## config.mk

```make
export PLATFORM = sky130hd
export DESIGN_NAME = alu_writeback_stage
export DESIGN_NICKNAME = d
export VERILOG_FILES = /design/src/rtl/alu_writeback_stage.sv
export SDC_FILE = /design/constraint.sdc
export NUM_CORES = 1
export LEC_CHECK = 0
export CAP_MARGIN = 20
export CORE_UTILIZATION = 45
export DETAILED_ROUTE_END_ITERATION = 12
export PLACE_DENSITY = 0.79
export REMOVE_ABC_BUFFERS = 1
export SYNTH_ARGS = -nofsm -noshare
export SYNTH_HDL_FRONTEND = slang
export SYNTH_SLANG_ARGS = --single-unit
```

## constraint.sdc

```tcl
create_clock -name clk -period 1.9 [get_ports clk]
set_clock_uncertainty 0.1 [all_clocks]
set_input_delay 0.285 -clock clk [delete_from_list [all_inputs] [get_ports clk]]
set_output_delay 0.285 -clock clk [all_outputs]
set_load 0.01 [all_outputs]
```

## src/rtl/alu_writeback_stage.sv

```systemverilog
// Execute-to-writeback stage: buffers ALU results in a 2-entry in-order queue,
// truncates each result to its destination size, commits to the register file
// and the architectural flags, and forwards the youngest pending carry to the ALU.
module alu_writeback_stage #(
   parameter int DATA_WIDTH     = 64,
   parameter int REG_ADDR_WIDTH = 8
) (
   input  logic                      clk,
   input  logic                      rst,
   input  logic                      flush,
   input  logic                      in_valid,
   output logic                      in_ready,
   input  logic [DATA_WIDTH-1:0]     in_result,
   input  logic                      in_z,
   input  logic                      in_n,
   input  logic                      in_c,
   input  logic                      in_sn,
   input  logic [1:0]                in_size,
   input  logic [REG_ADDR_WIDTH-1:0] in_dest,
   input  logic                      in_write,
   input  logic                      in_setflags,
   output logic                      rf_we,
   output logic [REG_ADDR_WIDTH-1:0] rf_addr,
   output logic [DATA_WIDTH-1:0]     rf_wdata,
   input  logic                      rf_ready,
   output logic [3:0]                flags_q,
   output logic                      carry_fwd
);

   // One buffered result; flags are packed {z,n,c,sn} so bit 1 is the carry.
   typedef struct packed {
      logic [DATA_WIDTH-1:0]     data;
      logic [3:0]                flags;
      logic [REG_ADDR_WIDTH-1:0] dest;
      logic                      write;
      logic                      setflags;
   } entry_t;

   entry_t                    head_q, head_d;
   entry_t                    tail_q, tail_d;
   entry_t                    in_entry;
   logic [1:0]                count_q, count_d;
   logic [3:0]                flags_d;
   logic [REG_ADDR_WIDTH-1:0] hold_addr_q, hold_addr_d;
   logic [DATA_WIDTH-1:0]     hold_data_q, hold_data_d;
   logic                      head_valid;
   logic                      push;
   logic                      pop;

   // Zero-extend the result from its destination operand size.
   function automatic logic [DATA_WIDTH-1:0] mask_result(
      input logic [DATA_WIDTH-1:0] r,
      input logic [1:0]            sz
   );
      logic [DATA_WIDTH-1:0] m;
      m = '0;
      case (sz)
         2'd0:    m[7:0]  = r[7:0];
         2'd1:    m[15:0] = r[15:0];
         2'd2:    m[31:0] = r[31:0];
         default: m       = r;
      endcase
      return m;
   endfunction

   // Handshake and commit decisions; in_ready looks only at registered occupancy.
   always_comb begin
      head_valid = (count_q != 2'd0);
      in_ready   = (count_q < 2'd2);
      push       = in_valid && in_ready && !flush;
      pop        = head_valid && (!head_q.write || rf_ready);

      in_entry.data     = mask_result(in_result, in_size);
      in_entry.flags    = {in_z, in_n, in_c, in_sn};
      in_entry.dest     = in_dest;
      in_entry.write    = in_write;
      in_entry.setflags = in_setflags;
   end

   // Next-state for the queue, the flags register and the held output values.
   always_comb begin
      head_d      = head_q;
      tail_d      = tail_q;
      count_d     = count_q;
      flags_d     = flags_q;
      hold_addr_d = hold_addr_q;
      hold_data_d = hold_data_q;

      if (pop && head_q.setflags) begin
         flags_d = head_q.flags;
      end

      if (head_valid) begin
         hold_addr_d = head_q.dest;
         hold_data_d = head_q.data;
      end

      if (flush) begin
         count_d = 2'd0;
      end else begin
         case (count_q)
            2'd0: begin
               if (push) begin
                  head_d  = in_entry;
                  count_d = 2'd1;
               end
            end
            2'd1: begin
               if (push && pop) begin
                  head_d = in_entry;
               end else if (pop) begin
                  count_d = 2'd0;
               end else if (push) begin
                  tail_d  = in_entry;
                  count_d = 2'd2;
               end
            end
            default: begin
               if (pop) begin
                  head_d  = tail_q;
                  count_d = 2'd1;
               end
            end
         endcase
      end
   end

   // State registers with synchronous reset taking priority over everything else.
   always_ff @(posedge clk) begin
      if (rst) begin
         head_q      <= '0;
         tail_q      <= '0;
         count_q     <= 2'd0;
         flags_q     <= 4'b0;
         hold_addr_q <= '0;
         hold_data_q <= '0;
      end else begin
         head_q      <= head_d;
         tail_q      <= tail_d;
         count_q     <= count_d;
         flags_q     <= flags_d;
         hold_addr_q <= hold_addr_d;
         hold_data_q <= hold_data_d;
      end
   end

   // Register-file port shows the head; when empty it keeps the last head seen.
   always_comb begin
      rf_we    = head_valid && head_q.write;
      rf_addr  = head_valid ? head_q.dest : hold_addr_q;
      rf_wdata = head_valid ? head_q.data : hold_data_q;
   end

   // Youngest pending flag-setting entry wins the carry, else the architectural carry.
   always_comb begin
      if ((count_q == 2'd2) && tail_q.setflags) begin
         carry_fwd = tail_q.flags[1];
      end else if (head_valid && head_q.setflags) begin
         carry_fwd = head_q.flags[1];
      end else begin
         carry_fwd = flags_q[1];
      end
   end

endmodule

```

==> results of run 1 <==
==> synth_stat cells, drive strengths merged <==
library cell and count:
dfxtp 234, clkbuf 96, mux2 95, a21oi 84, o21ai 83, a221oi 80, inv 78, nor2b 74
nand3 62, a211oi 59, nand2 41, buf 34, and3 32, and2 17, a2111oi 16, and3b 16
nand4 16, o21a 9, nor2 5, or3 4, or2 2, a21o 1, a22oi 1, and4b 1
mux2i 1, nand4b 1, nor3 1, o21bai 1, o221a 1
==> what timing repair did <==
action / in CTS / in global routing
endpoints found under the setup margin: 101 / 153
setup buffers: 10 / 33
cloned: 8 / 11
resized for setup: 237 / 407
pin swaps: 19 / 59
hold buffers: 0 / 0
==> metrics by stage <==
| step | setup TNS (ns) | worst slack, ns |
|---|---|---|
| global placement | -10.26 | -0.136 |
| detailed placement | -15.96 | -0.171 |
| finish | -35.39 | -0.520 |
| global route | -42.49 | -0.569 |
| floorplan | -781.67 | -3.95 |
| CTS | -38.14 | -0.540 |
==> layer usage <==
metal  vias to the layer above  global-route usage  wire [um]
met5                         -                   0          0
met4                         0              0.0924       1200
met3                        94              0.0364       2240
met2                       404               0.444      17200
met1                      4787               0.323      14100
li1                       4470                   -          -
==> power by group through the flow <==
stage	logic (mW)	registers [mW]	clock network, mW
after global placement	1.01	5.20	0
after CTS	1.15	5.10	5.08
final	1.47	5.11	5.03
after detailed placement	1.03	5.21	0
after global routing	1.54	5.12	5.30
after floorplan	0.417	5.18	0
==> layout make-up <==
cell class | instances | area, um^2
clock buffer | 40 | 754
clock inverter | 8 | 90.1
fill | 1551 | 7160
inverter | 78 | 295
multi-input combinational | 703 | 5920
sequential | 234 | 4690
tap | 285 | 357
timing repair buffer | 278 | 3370
==> cell usage in the layout (no fill, tap or decap), types with 37 or more instances in the layout <==
cell type / netlist / routed
a221oi_1: 80 / 39
buf_4: 0 / 39
dfxtp_1: 234 / 232
o21ai_0: 82 / 48
nand2_1: 41 / 41
inv_1: 78 / 77
mux2_4: 0 / 67
nor2b_1: 74 / 73
clkdlybuf4s50_1: 0 / 86
a21oi_1: 84 / 84
buf_12: 0 / 37
nand3_1: 62 / 62
buf_6: 4 / 73
==> registers in the layout, indices dropped and copies added, names as in the netlist <==
signal and count:
head_q 78, count_q 2, flags_q 4, tail_q 78
hold_data_q 64, hold_addr_q 8
==> worst paths after layout <==
check                                                  end  slack (ns)  depth (start not counted)
worst max-delay path                          rf_wdata[22]       -0.52                          8
worst min-delay path            hold_data_q[57]$_SDFF_PP0_        0.02                          2
worst max register to register     head_q[63]$_SDFFE_PP0P_       -0.19                          8
worst min register to register     head_q[35]$_SDFFE_PP0P_        0.37                          2
==> cells by family after synthesis <==
logic type | synth area share
simple gates | 0.150
mux | 0.104
compound gates | 0.214
buf+inv | 0.0814
flops | 0.451
==> flow_summary.ini, run 1 <==
[outcome]
run_status = finished, violations left
violations = setup timing

[timing]
tightest_slew_ns = 0.558
setup_ws_ns = -0.520
fin_hold_ws_ns = 0.0220
layout_min_cycle_time_ns = 2.42
hold_viol = 0
fin_crit_sh = 1.27
setup-violations-final = 189
drv_slew = 0
relSlewSlack = 0.628
rsz0062_at_grt = true
fmax_mhz = 413

[clocking]
cts-buffers-inserted = 26
cts-root-buf = clkbuf_16
clock-sinks = 234
clockBufferDepth = 3
htreeDepth = 1
cts_tree = built
path_clk_slew_ns = 0.06
clk_latency_ns = 0.52

[setup_path]
critPathLaunchType = register
slowest_delay_ns = 0.36
worst-path-buf-inv = 6
crit_arrival_ns = 2.03
r2r-start = count_q[1]$_SDFFE_PP0P_
crit_start = count_q[1]$_SDFFE_PP0P_
slowest_stage = dfxtp_4
crit_fanout = 4
worstSetupPathType = reg -> out
critical_path.top_delay_family = buffers and inverters
critPathRequiredTime_ns = 1.51
path_cells = nor2_4 -> buf_8 -> buf_16 -> buf_12 -> buf_8 -> buf_6 -> mux2_4 -> buf_6
end_kind = output pin

[synth]
yosysTopAreaCell = dfxtp_1
synth.top_cell.area_share = 0.451
synth_area_per_cell_um2 = 9.08
synthCells = 1145
yosysWarnings = 0
synth_cell_type_count = 34
synth_seq_area_share = 0.451
synth_seq_cells = 234
syn_area_mm2 = 0.0104
synthTopCellsByArea = dfxtp_1, mux2_2, a221oi_1, nor2b_1, a211oi_1

[finish]
drive_above_1_share = 0.328
syn2layout_area_growth_pct = 48.9
final_nets = 1406
design_area_mm2 = 0.0155
n_antenna_cell = 0
post-route-util = 0.684
final_cells = 1626

[worst_hold_path]
hp-class = in -> reg
min_from = rst

[drt]
first_iter_violations = 812
drc = 0
antenna_left = 0
avgViaCountPerCell = 6.00
vias = 9755
wl_per_cell_um = 21.4
drt_first_pass_iters = 5
drt_wl_total_mm = 34.7

[power_and_ir_drop]
internal_power_mw = 8.77
swShare = 0.244
p_leak_nw = 5.96
power_mw = 11.6
p_seq_frac = 0.440
p_clk_frac = 0.434
ir_worst_vdd_mv = 0.752
p_comb_frac = 0.126
powerDensity_mw_per_mm2 = 750
p_switching_mw = 2.84

[grt]
grt_pass1_vias = 9539
grt_pass1_wl_mm = 49.4
antenna_found_initial = 0
grt_max_degree = 80
grt.total_usage = 0.256
overflow = 0

[floorplanning]
core_mm2 = 0.0226
dieArea_mm2 = 0.0237
die_h_um = 154
row_count = 55
die_w_um = 154
initial_core_util = 0.459
pin_count = 164

[place]
dp.cells = 1520
routabilityCongestion = 0.777
port_buffers = 163
dp_hpwl_mm = 17.4
post_dp_cell_area_mm2 = 0.0126

[job]
cap_violations = 0
Note: power is estimated with default switching activity, not from simulation.
==> run 2: changes to the inputs <==
- clock period: 1.9 -> 2.75 ns (I/O delays scaled with it)
==> flow_summary.ini, run 2 (synthesis gave the netlist of run 1 again) <==
[power_and_ir_drop]
powerDensity_mw_per_mm2 = 572
swShare = 0.233
p_seq_frac = 0.468
power_mw = 7.53
internal_power_mw = 5.77
p_leak_nw = 5.45
p_clk_frac = 0.443
p_switching_mw = 1.75
ir_worst_vdd_mv = 0.342
p_comb_frac = 0.089

[drt]
drc = 0
first_iter_violations = 574
wl_per_cell_um = 18.8
wirelength_met1_mm = 12.6
dr.max_layer_used = met4
vias = 9067
drt_first_pass_iters = 8
met3_wirelength_mm = 1.88
routed-wl-met2_mm = 13.8
drt_wl_total_mm = 28.9
antenna_left = 0
avgViaCountPerCell = 5.90

[grt]
overflow = 0
grt_pass1_wl_mm = 46.0
grt_pass1_vias = 8864
grt.total_usage = 0.236
grt_max_degree = 80
antenna_found_initial = 0

[floorplanning]
initial_core_util = 0.459
pin_count = 164
die_w_um = 154
die_h_um = 154
row_count = 55
dieArea_mm2 = 0.0237
core_mm2 = 0.0226

[finish]
n_antenna_cell = 0
reg.largest.list = head_q: 78 flops, tail_q: 78 flops, hold_data_q: 64 flops
layout_commonest_cell = dfxtp_1
syn2layout_area_growth_pct = 26.6
drive_above_1_share = 0.141
fillers = 1971
mostFrequentLayoutCells = dfxtp_1, clkdlybuf4s50_1, mux2_2
final_nets = 1321

[timing]
fmax_mhz = 365
drv_slew = 0
rsz0062_at_grt = true
tightest_slew_ns = 0.918
setup-violations-final = 0
relSlewSlack = 0.388
fin_crit_sh = 0.996
hold_viol = 0
fin_hold_ws_ns = 0.234
layout_min_cycle_time_ns = 2.74

[setup_path]
critPathLaunchType = register
crit_arrival_ns = 2.23
r2r-start = count_q[1]$_SDFFE_PP0P_
end_kind = output pin
crit_start = count_q[0]$_SDFFE_PP0P_
critPathRequiredTime_ns = 2.24
crit_fanout = 16
worstSetupPathType = reg -> out

[worst_hold_path]
min_from = rst
hp-class = in -> reg

[clocking]
cts_hold_buf = 0
cts_tree = built
cts-root-buf = clkbuf_16
path_clk_slew_ns = 0.06
clk_latency_ns = 0.51
cts-buffers-inserted = 25
clockBufferDepth = 3
htreeDepth = 1
clock-sinks = 234

[place]
port_buffers = 163
routabilityCongestion = 0.735
dp_hpwl_mm = 15.7

[job]
cap_violations = 0

[outcome]
run_status = finished, final reports clean
==> run 2: changes by cell type in the layout (fill, tap and decap cells not counted), sizes merged <==
cell	change
dlygate4sd2	+6
clkinv	-2
clkinvlp	+1
clkbuf	-28
dlymetal6s2s	+39
clkdlybuf4s50	+30
buf	-135
==> run 2: power by group through the flow <==
| stage | clock (mW) | sequential (mW) | combinational, mW |
|---|---|---|---|
| floorplan | 0 | 3.58 | 0.288 |
| detailed placement | 0 | 3.59 | 0.656 |
| global placement | 0 | 3.59 | 0.647 |
| finish | 3.33 | 3.52 | 0.672 |
| global route | 3.54 | 3.53 | 0.724 |
| CTS | 3.39 | 3.52 | 0.661 |
==> run 2: layout make-up <==
cell class,count,area [um^2],area share
Clock buffer,36,717,0.0545
Clock inverter,7,87.6,0.00666
Inverter,78,293,0.0223
Multi-Input combinational cell,703,4910,0.373
Sequential cell,234,4690,0.356
Tap cell,285,357,0.0271
Timing Repair Buffer,194,2110,0.160
==> run 2: critical path, stage by stage (launching register included) <==
cell             delay, ns
dfxtp_2               0.37
nor2_4                0.18
buf_12                0.15
buf_12                0.17
mux2_2                0.36
clkdlybuf4s50_1       0.48
==> run 2: through the flow <==
| step | util | cell area, um^2 | TNS, ns | setup WS, ns | instances |
|---|---|---|---|---|---|
| after detailed placement | 0.537 | 12200 | 0 | 0.282 | 1490 |
| after global routing | 0.581 | 13200 | -0.211 | -0.0472 | 1537 |
| after global placement | 0.537 | 12200 | 0 | 0.347 | 1490 |
| after CTS | 0.573 | 13000 | 0 | 0.00499 | 1533 |
| after floorplan | - | 9840 | -528.94 | -3.10 | 1015 |
| final | 0.581 | 13200 | 0 | 0.0121 | 1537 |
==> run 2: repair_timing <==
action | 4_1_cts | 5_1_grt
endpoints found under the setup margin | 32 | 39
gates resized for setup | 11 | 40
cloned | 0 | 3
pin swaps | 0 | 1
buffers inserted | 0 | 1
==> run 2: path summary, 6_finish.rpt <==
check                           slack (ns)                    endpoint  cells after the start
worst max-delay path                  0.01                rf_wdata[27]                      5
worst min-delay path                  0.23  hold_data_q[56]$_SDFF_PP0_                      2
worst max register to register        0.55     tail_q[44]$_SDFFE_PP0P_                      5
worst min register to register        0.36      head_q[3]$_SDFFE_PP0P_                      2
==> run 2: metal layers <==
metal	global-route usage	vias to the layer above
li1	-	4291
met1	0.308	4397
met2	0.402	335
met3	0.0380	44
met4	0.0648	0
met5	0	-
